==> config.mk <==
export PLATFORM = sky130hd
export DESIGN_NAME = imem_loader
export DESIGN_NICKNAME = d
export VERILOG_FILES = /design/src/rtl/imem_loader_pkg.sv /design/src/rtl/imem_loader_word_assembler.sv /design/src/rtl/imem_loader.sv
export SDC_FILE = /design/constraint.sdc
export NUM_CORES = 1
export LEC_CHECK = 0
export ABC_AREA = 1
export CAP_MARGIN = 20
export CORE_AREA = 2 2 117 119
export DETAILED_ROUTE_END_ITERATION = 10
export DIE_AREA = 0 0 119 121
export GPL_TIMING_DRIVEN = 0
export PLACE_DENSITY = 0.81
export SLEW_MARGIN = 30
export SYNTH_ARGS = -nofsm -noshare
export SYNTH_HDL_FRONTEND = slang
export SYNTH_HIERARCHICAL = 1
export SYNTH_SLANG_ARGS = --single-unit
==> constraint.sdc <==
create_clock -name clk -period 3.22 [get_ports clk]
set_input_delay 0.966 -clock clk [delete_from_list [all_inputs] [get_ports clk]]
set_output_delay 0.966 -clock clk [all_outputs]
set_load 0.1 [all_outputs]
==> src/rtl/imem_loader_pkg.sv <==
// Shared types and constants for the instruction-memory boot loader.
// Frame: SYNC, LEN_LO, LEN_HI, 4*N little-endian payload bytes, XOR checksum.
package imem_loader_pkg;

   typedef enum logic [2:0] {
      ST_IDLE = 3'd0,
      ST_LEN0 = 3'd1,
      ST_LEN1 = 3'd2,
      ST_DATA = 3'd3,
      ST_CSUM = 3'd4,
      ST_DONE = 3'd5,
      ST_ERR  = 3'd6
   } state_t;

   localparam logic [7:0] SYNC_BYTE_DEF  = 8'hA5;
   localparam int         HDR_BYTES      = 3;
   localparam int         BYTES_PER_WORD = 4;
   localparam int         CSUM_BYTES     = 1;
   localparam int         ADDR_W         = 32;

endpackage

==> src/rtl/imem_loader_word_assembler.sv <==
// Packs a little-endian byte stream into 32-bit words; flags the 4th byte.
module word_assembler (
   input  logic        clk,
   input  logic        areset,
   input  logic        i_clear,
   input  logic        i_valid,
   input  logic [7:0]  i_byte,
   output logic [31:0] o_word,
   output logic        o_word_valid
);

   logic [1:0]  r_cnt;
   logic [23:0] r_shift;

   // The completing byte is combined directly so the word is ready in its own cycle.
   assign o_word       = {i_byte, r_shift};
   assign o_word_valid = i_valid && (r_cnt == 2'd3);

   always_ff @(posedge clk or posedge areset) begin
      if (areset) begin
         r_cnt   <= 2'd0;
         r_shift <= 24'd0;
      end else if (i_clear) begin
         r_cnt   <= 2'd0;
         r_shift <= 24'd0;
      end else if (i_valid) begin
         r_cnt   <= r_cnt + 2'd1;
         r_shift <= {i_byte, r_shift[23:8]};
      end
   end

endmodule

==> src/rtl/imem_loader.sv <==
// Boot loader: receives a framed image byte stream and writes it into
// instruction memory, holding the core in reset until a good image is loaded.
module imem_loader
   import imem_loader_pkg::*;
#(
   parameter int         MAX_WORDS = 256,
   parameter logic [7:0] SYNC_BYTE = SYNC_BYTE_DEF
) (
   input  logic              clk,
   input  logic              areset,
   // rx_valid is a single-cycle strobe qualifying rx_data; there is no ready,
   // every strobed byte is consumed (or discarded) in the cycle it appears.
   input  logic              rx_valid,
   input  logic [7:0]        rx_data,
   input  logic              restart,
   output logic              im_we,
   output logic [ADDR_W-1:0] im_addr,
   output logic [31:0]       im_wd,
   output logic              core_hold,
   output logic              done,
   output logic              error,
   output logic [2:0]        o_dbg_state
);

   state_t            r_state, r_state_next;
   logic [15:0]       r_len;
   logic [15:0]       r_word_cnt;
   logic [7:0]        r_csum;
   logic              r_im_we;
   logic [ADDR_W-1:0] r_im_addr;
   logic [31:0]       r_im_wd;

   logic [15:0]       w_len;
   logic              w_restart;
   logic              w_asm_valid;
   logic              w_word_valid;
   logic [31:0]       w_word;
   logic              w_last_word;

   assign w_len       = {rx_data, r_len[7:0]};
   assign w_restart   = restart && (r_state == ST_DONE || r_state == ST_ERR);
   assign w_asm_valid = rx_valid && (r_state == ST_DATA);
   assign w_last_word = (r_word_cnt + 16'd1) == r_len;

   word_assembler u_asm (
      .clk          (clk),
      .areset       (areset),
      .i_clear      (w_restart),
      .i_valid      (w_asm_valid),
      .i_byte       (rx_data),
      .o_word       (w_word),
      .o_word_valid (w_word_valid)
   );

   always_ff @(posedge clk or posedge areset) begin
      if (areset) r_state <= ST_IDLE;
      else        r_state <= r_state_next;
   end

   always_comb begin
      r_state_next = r_state;
      case (r_state)
         ST_IDLE: if (rx_valid && rx_data == SYNC_BYTE) r_state_next = ST_LEN0;
         ST_LEN0: if (rx_valid) r_state_next = ST_LEN1;
         ST_LEN1: begin
            if (rx_valid) begin
               if ({1'b0, w_len} > 17'(MAX_WORDS)) r_state_next = ST_ERR;
               else if (w_len == 16'd0)            r_state_next = ST_CSUM;
               else                                r_state_next = ST_DATA;
            end
         end
         ST_DATA: if (w_word_valid && w_last_word) r_state_next = ST_CSUM;
         ST_CSUM: begin
            if (rx_valid) r_state_next = (rx_data == r_csum) ? ST_DONE : ST_ERR;
         end
         // Restart takes priority; any byte arriving here is dropped.
         ST_DONE, ST_ERR: if (restart) r_state_next = ST_IDLE;
         default: r_state_next = ST_IDLE;
      endcase
   end

   always_ff @(posedge clk or posedge areset) begin
      if (areset) begin
         r_len      <= 16'd0;
         r_word_cnt <= 16'd0;
         r_csum     <= 8'd0;
         r_im_we    <= 1'b0;
         r_im_addr  <= '0;
         r_im_wd    <= 32'd0;
      end else begin
         r_im_we <= w_word_valid;
         if (w_word_valid) begin
            r_im_addr  <= {{(ADDR_W-18){1'b0}}, r_word_cnt, 2'b00};
            r_im_wd    <= w_word;
            r_word_cnt <= r_word_cnt + 16'd1;
         end
         if (w_asm_valid)                     r_csum      <= r_csum ^ rx_data;
         if (rx_valid && r_state == ST_LEN0)  r_len[7:0]  <= rx_data;
         if (rx_valid && r_state == ST_LEN1)  r_len[15:8] <= rx_data;
         if (w_restart) begin
            r_len      <= 16'd0;
            r_word_cnt <= 16'd0;
            r_csum     <= 8'd0;
         end
      end
   end

   assign im_we       = r_im_we;
   assign im_addr     = r_im_addr;
   assign im_wd       = r_im_wd;
   assign core_hold   = (r_state != ST_DONE);
   assign done        = (r_state == ST_DONE);
   assign error       = (r_state == ST_ERR);
   assign o_dbg_state = r_state;

endmodule

# == Word level (Yosys, flattened, before mapping) ==
# Cells that the tools add are included.
# op_classes
addsub,2
order_cmp,1
n_eq_ne,17
reduce_logical,16
mux,21
n_bitwise,1
# ops
op,count
$mux 16,3
$mux 24,2
$mux 8,4
$mux 3,8
$pmux 3 s6,1
$add 16x1->16 const B,1
$eq 16x16->1,1
$gt 16x9->1 const B,1
$logic_not 16->1,1
$ne 2x2->1 const B,5
$eq 3x3->1 const B,3
$eq 8x8->1,1
$eq 8x8->1 const B,1
$reduce_bool 2->1,4
$xor 8x8->8,1
$logic_and 1x1->1,7
$eq 3x2->1 const B,2
$mux 2,3
$reduce_and 6->1,1
$eq 3x1->1 const B,1
$logic_not 3->1,1
$ne 3x3->1 const B,1
$add 2x1->2 const B,1
$eq 2x2->1 const B,1
other kinds (3),3
# totals
wordCells,68
input_bits,12
register_bits,118
out_inout_bits,71

# == Logic depth before layout (Yosys ltp) ==
# Gate-level depths: netlist of run 1.
# logic_depth
ltp_word,6
mapped_depth,19
mapped_depth_nobuf,17

# == By module ==
# The synthesis of run 1 kept the hierarchy.
# by_module_without_submodules
module,n_inst,cells_per_inst,area_per_inst_um2,seq_area_each_um2
imem_loader,1,606,4673.2,2302.2
word_assembler,1,126,1132.3,650.6

# == Least setup slack after synthesis of run 1 ==
# Ideal clock, no wire load.
# synth_timing
kind,register to output
start,register r_state[2] (netlist: o_dbg_state[2])
end,output core_hold
stages_incl_launch_ff,4
required_ns,2.254
setup_slack_ns,-0.597
arrival_ns,2.851
n_path_buf,0
cell_sequence,dfrtp_1 -> inv_1 -> nor2_2 -> inv_1
# synth_via
elab_chain_len,1
# synth_rtl
element,line,text
"start, declared",imem_loader.sv:25,"state_t r_state, r_state_next;"
"start signal, assigned",imem_loader.sv:57,else r_state <= r_state_next;
$ne 3x3->1,imem_loader.sv:111,assign core_hold = (r_state != ST_DONE);
"end, declared",imem_loader.sv:19,"output logic core_hold,"
# No other way between the ends.

# == Worst setup path in the final report of run 1 ==
# layout_timing
start,register r_state[0] (netlist: o_dbg_state[0])
end,output o_dbg_state[0]
# layout_lines
element,line,text
"end, declared",imem_loader.sv:22,output logic [2:0] o_dbg_state
# No word-level cell between the ends.

==> impl_metrics.toml, run 1 <==
[status]
outcome = "complete, no violations"

[timing]
fin_crit_sh_pct = 95.8
fin_tns_setup_ns = 0
slew_viol_final = 0
timing_hold_violations_final = 0
finClkSkew_ns = 0.00564
min_period_ns = 3.08
final.setup.worst_slack_ns = 0.137
rsz0062_at_grt = "no"
fmax_mhz = 324
worst_pin_slew_ns = 0.983
finalSetupViolCount = 0
maxSlewHeadroom_pct = 34.2

[power]
switching_share_pct = 38.2
p_seq_share_pct = 35.5
power_density_mw_per_mm2 = 829
combPwrFrac_pct = 31.2
power_switching_uw = 2360
p_leak_uw = 0.00379
intPower_uw = 3830
pwr-share-clk_pct = 33.3
max-vdd-ir-drop_mv = 0.732

[worst_setup_path]
critPathSlowestCell = "clkdlybuf4s50_1"
rr_startpoint = "o_dbg_state[0]"
r2r_end = "o_dbg_state[1]"
cpLargestDelayFamily = "buffers and inverters"
critical_path_peak_fanout = 7
worstSetupStartpointType = "flip-flop"
cp.depth = 1
r2r_setup_slack_ns = 0.54
crit_end = "o_dbg_state[0]"
arrival_ns = 2.12
crit_path_end_kind = "output port"
cp_num_buf_inv = 1
worstSetupPathType = "flip-flop to output port"
cp-startpoint = "o_dbg_state[0]"
worstPathRequired_ns = 2.25
crit_chain = "clkdlybuf4s50_1"
slowest_delay_ns = 1.20
rr_worst_depth = 18

[cts]
cts_made_buffers = 17
cts_hold_buffers = 0
cts_tree = "done"
clock_sinks = 118
clock_latency_ns = 0.41
cts_max_path_buffers = 2
cts.htree.levels = 4
root_buffer = "clkbuf_16"
path_clk_slew_ns = 0.06

[global_route]
grt-ovfl-total = 0
grt_antenna_before_repair = 0
grt_max_degree = 32
track_usage_pct = 20.5
grt_pass1_vias = 4961
grt_pass1_wl_um = 23600

[detailed_routing]
first_iter_violations = 523
ant_nets = 0
num_vias = 5176
route.detailed.drc = 0
dr.pass1.iters = 7
drt_wl_total_um = 14100
via_per_inst = 5.05
wl_per_cell_um = 13.8

[placement]
pre_cts_slack_ns = -0.591
io_buffers = 66
dp_hpwl_um = 10200
gp_congestion = 0.885
dp_cells = 992

[floorplanning]
ioPinCount = 83
start_util_pct = 44.4
die_w_um = 119
fp.dieH_um = 121
core_area_mm2 = 0.0131
rows = 42
die_area_mm2 = 0.0144

[synth]
seq_area_frac_synth_pct = 50.9
yosys_warnings = 6
syn-instance-count = 732
ys_types = 35
avgSynthCellArea_um2 = 7.93
syn_area_mm2 = 0.00581
synth-seq-cells = 118

[cells_and_area]
fin_nets = 849
post-route-util_pct = 57.1
synthToLayoutAreaGrowth_pct = 28.8
antennaDiodeCount = 0
layoutNonFillerInstCount = 1024
drive_gt1_share_pct = 12.3

[flow_run]
cap_violations = 0

[hold_path]
hp-class = "flip-flop to flip-flop"
## cells in the mapped netlist, drive strengths merged
master / number / area share (%)
a22oi: 1 / 0.13
a41oi: 1 / 0.15
nand2: 309 / 20
inv: 59 / 3.8
nand4: 8 / 0.86
clkbuf: 10 / 0.65
o21ai: 35 / 3.2
a21oi: 11 / 0.95
nand3b: 3 / 0.39
buf: 37 / 4.6
nor4: 4 / 0.43
nor3: 5 / 0.52
conb: 1 / 0.065
nor2: 39 / 3.9
dfrtp: 118 / 51
xor2: 9 / 1.4
a31oi: 1 / 0.11
or2: 2 / 0.22
o22ai: 12 / 1.3
xnor2: 1 / 0.15
o211ai: 1 / 0.13
ha: 2 / 0.43
nand3: 63 / 5.5
## timing repair
item                                    in CTS  in global routing
buffers inserted                             1                  0
resized for setup                            4                  0
endpoints found under the setup margin      37                 12
pin swaps                                    1                  0
cloned                                       0                  0
## stage by stage
| step | hold WS (ns) | power, uW | instance area [um2] |
|---|---|---|---|
| global placement | 0.455 | 4030 | 6760 |
| finish | 0.468 | 6200 | 7480 |
| detailed placement | 0.457 | 4110 | 6830 |
| floorplan | 0.442 | 3640 | 5880 |
| global route | 0.488 | 6530 | 7480 |
| CTS | 0.471 | 6200 | 7480 |
## per-layer routing
metal / share of wire, % / wire length (um) / track usage, % / vias to the layer above
li1: - / - / - / 2513
met3: 7.0 / 984 / 4.61 / 23
met2: 47 / 6590 / 33.3 / 216
met5: 0 / 0 / 0 / -
met4: 1.5 / 207 / 6.62 / 0
met1: 45 / 6300 / 27.3 / 2424
## sequential cells by signal, indices dropped and copies added, names as in the netlist
| register | flops |
|---|---|
| r_csum | 8 |
| u_asm/r_shift | 24 |
| o_dbg_state | 3 |
| r_word_cnt | 16 |
| r_len | 16 |
| u_asm/r_cnt | 2 |
| im_wd | 32 |
| im_addr | 16 |
| im_we | 1 |
## cells in the final DEF (no fill, tap or decap), drive strengths merged, types with 9 or more instances in the layout
| master | netlist | routed |
|---|---|---|
| clkdlybuf4s50 | 0 | 63 |
| nand2 | 309 | 309 |
| nor2 | 39 | 39 |
| nand3 | 63 | 63 |
| dfrtp | 118 | 118 |
| a21oi | 11 | 11 |
| o22ai | 12 | 12 |
| o21ai | 35 | 35 |
| xor2 | 9 | 9 |
| conb | 1 | 16 |
| inv | 59 | 58 |
| clkbuf | 10 | 30 |
| buf | 37 | 40 |
## logic make-up after synthesis
| kind of cell | Yosys count | synth area share [%] |
|---|---|---|
| and+or+nand+nor | 433 | 32.1 |
| DFF | 118 | 50.9 |
| buffers and inverters | 106 | 9.05 |
| AOI/OAI and AO/OA | 62 | 5.97 |
| xor gates and xnor gates | 10 | 1.51 |
| adders and majority gates | 2 | 0.431 |
| other | 1 | 0.0646 |
## final cells by class
cell class | instances | area (um2)
plain buffers | 46 | 299
multi-input cells | 523 | 2400
fillers | 1119 | 5610
repair buffers | 70 | 732
inverters | 59 | 225
clock buffers | 20 | 447
well taps | 176 | 220
flip-flops and latches | 118 | 2950
clock inverters | 12 | 201
## power groups by stage
| stage | clock network (uW) | logic [uW] | registers, uW |
|---|---|---|---|
| 6_report | 2060 | 1930 | 2200 |
| 5_1_grt | 2150 | 2130 | 2240 |
| 4_1_cts | 2080 | 1920 | 2190 |
| 3_5_place_dp | 0 | 1910 | 2200 |
| 3_3_place_gp | 0 | 1840 | 2190 |
| 2_1_floorplan | 0 | 1270 | 2370 |
## worst min-delay path by stage
stage	depth (start not counted)	from	to	slack, ns
finish	2	im_wd[5]	im_wd[5]	0.47
global route	2	im_wd[13]	im_wd[13]	0.49
CTS	2	im_wd[20]	im_wd[20]	0.47
detailed placement	2	im_wd[20]	im_wd[20]	0.46
global placement	2	u_asm/r_shift[4]	u_asm/r_shift[4]	0.46
floorplan	2	u_asm/r_shift[0]	u_asm/r_shift[0]	0.44
Note: power is estimated with default switching activity, not from simulation.
==> run 2, diff against run 1 <==
--- a/config.mk
+++ b/config.mk
@@ -11,7 +11,7 @@
 export DETAILED_ROUTE_END_ITERATION = 10
 export DIE_AREA = 0 0 119 121
 export GPL_TIMING_DRIVEN = 0
-export PLACE_DENSITY = 0.81
+export PLACE_DENSITY = 0.78
 export SLEW_MARGIN = 30
 export SYNTH_ARGS = -nofsm -noshare
 export SYNTH_HDL_FRONTEND = slang
==> constraint.sdc (replaced) <==
create_clock -name clk -period 3.5 [get_ports clk]
set_input_delay 1.05 -clock clk [delete_from_list [all_inputs] [get_ports clk]]
set_output_delay 1.05 -clock clk [all_outputs]
set_load 0.1 [all_outputs]
==> run 2 against run 1 <==
Hold slack improved by 0.0011 ns. Clock power down 22%. Non-clock buffer count is the same. Power down 13%. Register-to-register slack improved by 0.14 ns. Sequential share of layout area increased by 0.62 points. Largest power group unchanged. Wire length decreased by 3.6%. Combinational power down 8%. Clock skew increased by 0.00077 ns.
==> impl_metrics.toml, run 2 (synthesis gave the netlist of run 1 again) <==
[global_route]
grt_antenna_before_repair = 0
track_usage_pct = 19.7
grt-ovfl-total = 0
grt_pass1_vias = 4658
grt_max_degree = 61
grt_pass1_wl_um = 22400

[timing]
finClkSkew_ns = 0.00641
fin_crit_sh_pct = 96.6
finalSetupViolCount = 0
worst_pin_slew_ns = 0.999
final.setup.worst_slack_ns = 0.119
maxSlewHeadroom_pct = 33.2
slew_viol_final = 0
fmax_mhz = 296
rsz0062_at_grt = "no"
timing_hold_violations_final = 0
min_period_ns = 3.38
holdWs_ns = 0.470

[cells_and_area]
drive_gt1_share_pct = 12.3
fin_area_mm2 = 0.00736
antennaDiodeCount = 0
fin_nets = 849
largest_reg_flops = 32
synthToLayoutAreaGrowth_pct = 26.8
final_common_cell = "nand2_1"
n_fill_cell = 1148
layout_common_cells = "303 x nand2_1, 118 x dfrtp_1, 65 x clkdlybuf4s50_1"

[floorplanning]
fp.dieH_um = 121
die_area_mm2 = 0.0144
rows = 42
die_w_um = 119
core_area_mm2 = 0.0131
ioPinCount = 83
start_util_pct = 44.4

[placement]
gp_congestion = 0.858
io_buffers = 66
pre_cts_slack_ns = -0.361
placed_area_mm2 = 0.00679
dp_hpwl_um = 9690

[detailed_routing]
route.detailed.drc = 0
wl_per_cell_um = 13.3
via_per_inst = 4.96
num_vias = 5079
dr.pass1.iters = 5
first_iter_violations = 447
drt_wl_total_um = 13600
ant_nets = 0

[worst_setup_path]
critical_path_peak_fanout = 5
worstSetupStartpointType = "flip-flop"
worstPathRequired_ns = 2.45
r2r_setup_slack_ns = 0.68
r2r_end = "o_dbg_state[0]"
cp-startpoint = "o_dbg_state[2]"
crit_path_end_kind = "output port"
arrival_ns = 2.33
rr_startpoint = "o_dbg_state[0]"
rr_worst_depth = 19
worstSetupPathType = "flip-flop to output port"

[hold_path]
hp-class = "flip-flop to flip-flop"
hold_depth = 2
min_to = "im_wd[22]"
hold_start = "im_wd[22]"

[cts]
path_clk_slew_ns = 0.06
root_buffer = "clkbuf_16"
clock_sinks = 118
cts_max_path_buffers = 2
cts_tree = "done"
clock_latency_ns = 0.41
cts.htree.levels = 4
cts_hold_buffers = 0
cts_made_buffers = 17

[power]
max-vdd-ir-drop_mv = 0.632
p_leak_uw = 0.00374
total_power_uw = 5390
power_density_mw_per_mm2 = 733

[flow_run]
cap_violations = 0

[status]
outcome = "complete, no violations"
## run 2: worst max-delay path by stage
stage	slack, ns	depth (start not counted)	end
floorplan	-0.007	3	core_hold
global placement	-1.40	2	im_wd[17]
detailed placement	-0.36	18	o_dbg_state[0]
CTS	0.06	18	o_dbg_state[0]
global route	0.02	3	error
finish	0.12	3	error
## run 2: area by class of cell
class	instances	area, um2	share of cell area (%)
flip-flops and latches	118	2950	40.1
multi-input cells	523	2400	32.6
repair buffers	69	706	9.59
clock buffers	20	447	6.07
plain buffers	47	304	4.13
inverters	59	226	3.08
well taps	176	220	2.99
clock inverters	12	106	1.44
## run 2: power breakdown
part	internal, uW	total, uW	switching [uW]
Combinational	551	1770	1220
Clock	988	1600	616
Sequential	1690	2020	325
Total	3230	5390	2160
## run 2: critical path, cell delays in order, from the launching register on
cell and delay (ns):
dfrtp_1 0.42, inv_1 0.17, nor3_4 0.16, clkdlybuf4s50_1 1.16
## run 2: layer usage
metal  up-vias  track usage, %  share of wire [%]
met2       163            30.3                 47
met1      2397            27.5                 46
met5         -               0                  0
met4         0            7.14                1.2
met3        17            4.18                5.6
li1       2502               -                  -
## run 2: repair_timing
| item | 4_1_cts | 5_1_grt |
|---|---|---|
| setup buffers | 0 | 2 |
| gates resized for setup | 0 | 2 |
| setup endpoints to repair | 0 | 42 |
## run 2: metrics by stage
stage	utilization (%)	std cells	TNS, ns
final	56.3	1024	0
after global routing	56.3	1024	0
after CTS	56.1	1022	0
after detailed placement	51.9	990	-11.28
after global placement	51.6	989	-139.60
after floorplan	-	747	-0.00700
==> run 3, diff against run 2 <==
--- a/config.mk
+++ b/config.mk
@@ -7,13 +7,12 @@
 export LEC_CHECK = 0
 export ABC_AREA = 1
 export CAP_MARGIN = 20
-export CORE_AREA = 2 2 117 119
+export CORE_AREA = 2 2 115 117
 export DETAILED_ROUTE_END_ITERATION = 10
-export DIE_AREA = 0 0 119 121
+export DIE_AREA = 0 0 117 119
 export GPL_TIMING_DRIVEN = 0
 export PLACE_DENSITY = 0.78
 export SLEW_MARGIN = 30
 export SYNTH_ARGS = -nofsm -noshare
 export SYNTH_HDL_FRONTEND = slang
-export SYNTH_HIERARCHICAL = 1
 export SYNTH_SLANG_ARGS = --single-unit
==> run 3 against run 2 <==
Clock skew rose by 0.0018 ns. Synthesized cell count fell by 9.2%. Via count fell by 5.5%. Core utilization fell by 0.16 points. Wire length rose by 0.40%. Design area fell by 1.9%.
==> impl_metrics.toml, run 3 <==
[status]
outcome = "complete, no violations"

[cells_and_area]
largest_reg_flops = 32
fin_nets = 783
post-route-util_pct = 56.1
layoutNonFillerInstCount = 958
synthToLayoutAreaGrowth_pct = 29.5
multi_input_area_mm2 = 0.00218
seq_area_mm2 = 0.00295
antennaDiodeCount = 0
layout_common_cells = "176 x nand2_1, 118 x dfrtp_1, 91 x o21ai_0"
final_common_cell = "nand2_1"
n_fill_cell = 1141
drive_gt1_share_pct = 10.9

[timing]
finClkSkew_ns = 0.00820
rsz0062_at_grt = "no"
holdWs_ns = 0.478
timing_hold_violations_final = 0
min_period_ns = 3.31
maxSlewHeadroom_pct = 34.6
finalSetupViolCount = 0
fin_crit_sh_pct = 94.6
slew_viol_final = 0
worst_pin_slew_ns = 0.978
fmax_mhz = 302

[synth]
syn-instance-count = 665
synth_top_area_share_pct = 52.9
synthTopCellsByCount = "176 x nand2_1, 118 x dfrtp_1, 91 x o21ai_0"
synth_flop_cell = "dfrtp_1"
yosys-top-cells-area = "dfrtp_1 53%, nand2_1 12%, o21ai_0 8.2%, inv_1 5.0%, nand3_1 4.6%"
syn_area_mm2 = 0.00558
avgSynthCellArea_um2 = 8.39
synth-seq-cells = 118
ys_types = 33
synth-edff-count = 0
synth.largest_area_cell = "dfrtp_1"
synthMostInstantiatedCell = "nand2_1"
synthArstFlopShare_pct = 100
yosys_warnings = 0
seq_area_frac_synth_pct = 52.9

[floorplanning]
start_util_pct = 43.3
ioPinCount = 83
core_area_mm2 = 0.0129
die_w_um = 117
fp.dieH_um = 119
rows = 42
die_area_mm2 = 0.0139

[worst_setup_path]
worstSetupStartpointType = "flip-flop"
slowest_delay_ns = 1.14
crit_path_end_kind = "output port"
arrival_ns = 2.26
cpLargestDelayFamily = "buffers and inverters"
cp_num_buf_inv = 2
critPathSlowestCell = "clkdlybuf4s50_1"
worstSetupPathType = "flip-flop to output port"
cp-startpoint = "o_dbg_state[1]"
worstPathRequired_ns = 2.45
critical_path_peak_fanout = 6
crit_chain = "inv_1, nand2_1, nor2_2, clkdlybuf4s50_1"
rr_worst_depth = 12
rr_startpoint = "r_word_cnt[0]"
cp.depth = 4

[hold_path]
hp-class = "flip-flop to flip-flop"
hold_depth = 2
hold_start = "im_addr[10]"

[cts]
cts_setup_buffers = 0
cts_tree = "done"
cts_max_path_buffers = 2
cts_made_buffers = 17
cts.htree.levels = 4
clock_latency_ns = 0.42
root_buffer = "clkbuf_16"
path_clk_slew_ns = 0.06
clock_sinks = 118
cts.repair.resized = 0
cts_hold_buffers = 0

[detailed_routing]
dr.pass1.iters = 7
drt_wl_total_um = 13600
via_per_inst = 5.01
wl_per_cell_um = 14.2
first_iter_violations = 330
num_vias = 4800
route.detailed.drc = 0
ant_nets = 0

[global_route]
track_usage_pct = 21.2
grt-ovfl-total = 0
grt_max_degree = 29
grt_pass1_vias = 4573
grt_antenna_before_repair = 0
grt_pass1_wl_um = 22700

[placement]
gp_congestion = 0.869
dp_cells = 926
dp_hpwl_um = 9820
io_buffers = 66

[power]
max-vdd-ir-drop_mv = 0.542
power_density_mw_per_mm2 = 805
p_leak_uw = 0.00335

[flow_run]
cap_violations = 0
==> run 3: worst reg2reg max path, cell delays in order (launching register included) <==
cell	delay (ns)
dfrtp_1	0.40
ha_1	0.21
nand2_1	0.11
nor2_2	0.29
nand3_1	0.18
xnor3_1	0.23
nand2_1	0.05
nor2_1	0.14
nand3_1	0.17
nand2_2	0.15
nand2_2	0.06
nand2_1	0.07
nand2_1	0.04
==> run 3: path summary, 6_finish.rpt <==
| check | slack [ns] | end |
|---|---|---|
| setup / recovery | 0.19 | done |
| hold / removal | 0.48 | im_addr[10] |
| setup reg to reg | 1.28 | o_dbg_state[0] |
| hold reg to reg | 0.48 | im_addr[10] |
| max in group asynchronous | 1.70 | r_csum[5] |
| min in group asynchronous | 1.07 | im_wd[9] |
==> run 3: report_power, final <==
part / internal [uW] / switching [uW]
Clock: 1120 / 651
Sequential: 1750 / 308
Combinational: 605 / 1370
Total: 3480 / 2330
==> run 3: cell type report <==
type	count	share of cell area [%]
Tap cell	176	3.05
Inverter	79	4.16
Sequential cell	118	40.9
Buffer	37	2.89
Clock inverter	14	2.43
Clock buffer	18	5.94
Timing Repair Buffer	70	10.5
Multi-Input combinational cell	446	30.2
==> run 3: per-layer routing <==
layer,routed length (um),GRT usage [%],vias to the layer above
met5,0,0,-
met1,5900,28.5,2281
met4,273,8.31,0
li1,-,-,2339
met3,824,5.19,22
met2,6630,32.9,158
==> run 3: logic make-up (layout without fill, tap and decap cells) <==
group	Yosys count	count (layout)	share of synthesized area, %
AND/OR/NAND/NOR	293	293	23.4
AO/OA/AOI/OAI	122	122	11.8
flip-flops	118	118	52.9
buffers and inverters	116	218	9.06
XOR/XNOR	13	13	2.29
adder cells (fa/ha/maj)	2	2	0.449
other	1	16	0.0672
==> run 3: stage by stage <==
step | TNS, ns | cell area, um2 | total power (uW) | setup slack, ns
2_1_floorplan | -0.274 | 5640 | 3530 | -0.274
3_3_place_gp | -11.79 | 6520 | 3950 | -0.105
3_5_place_dp | 0 | 6620 | 4010 | 0.527
4_1_cts | 0 | 7220 | 5820 | 0.0779
5_1_grt | 0 | 7220 | 6160 | 0.104
6_report | 0 | 7220 | 5810 | 0.188
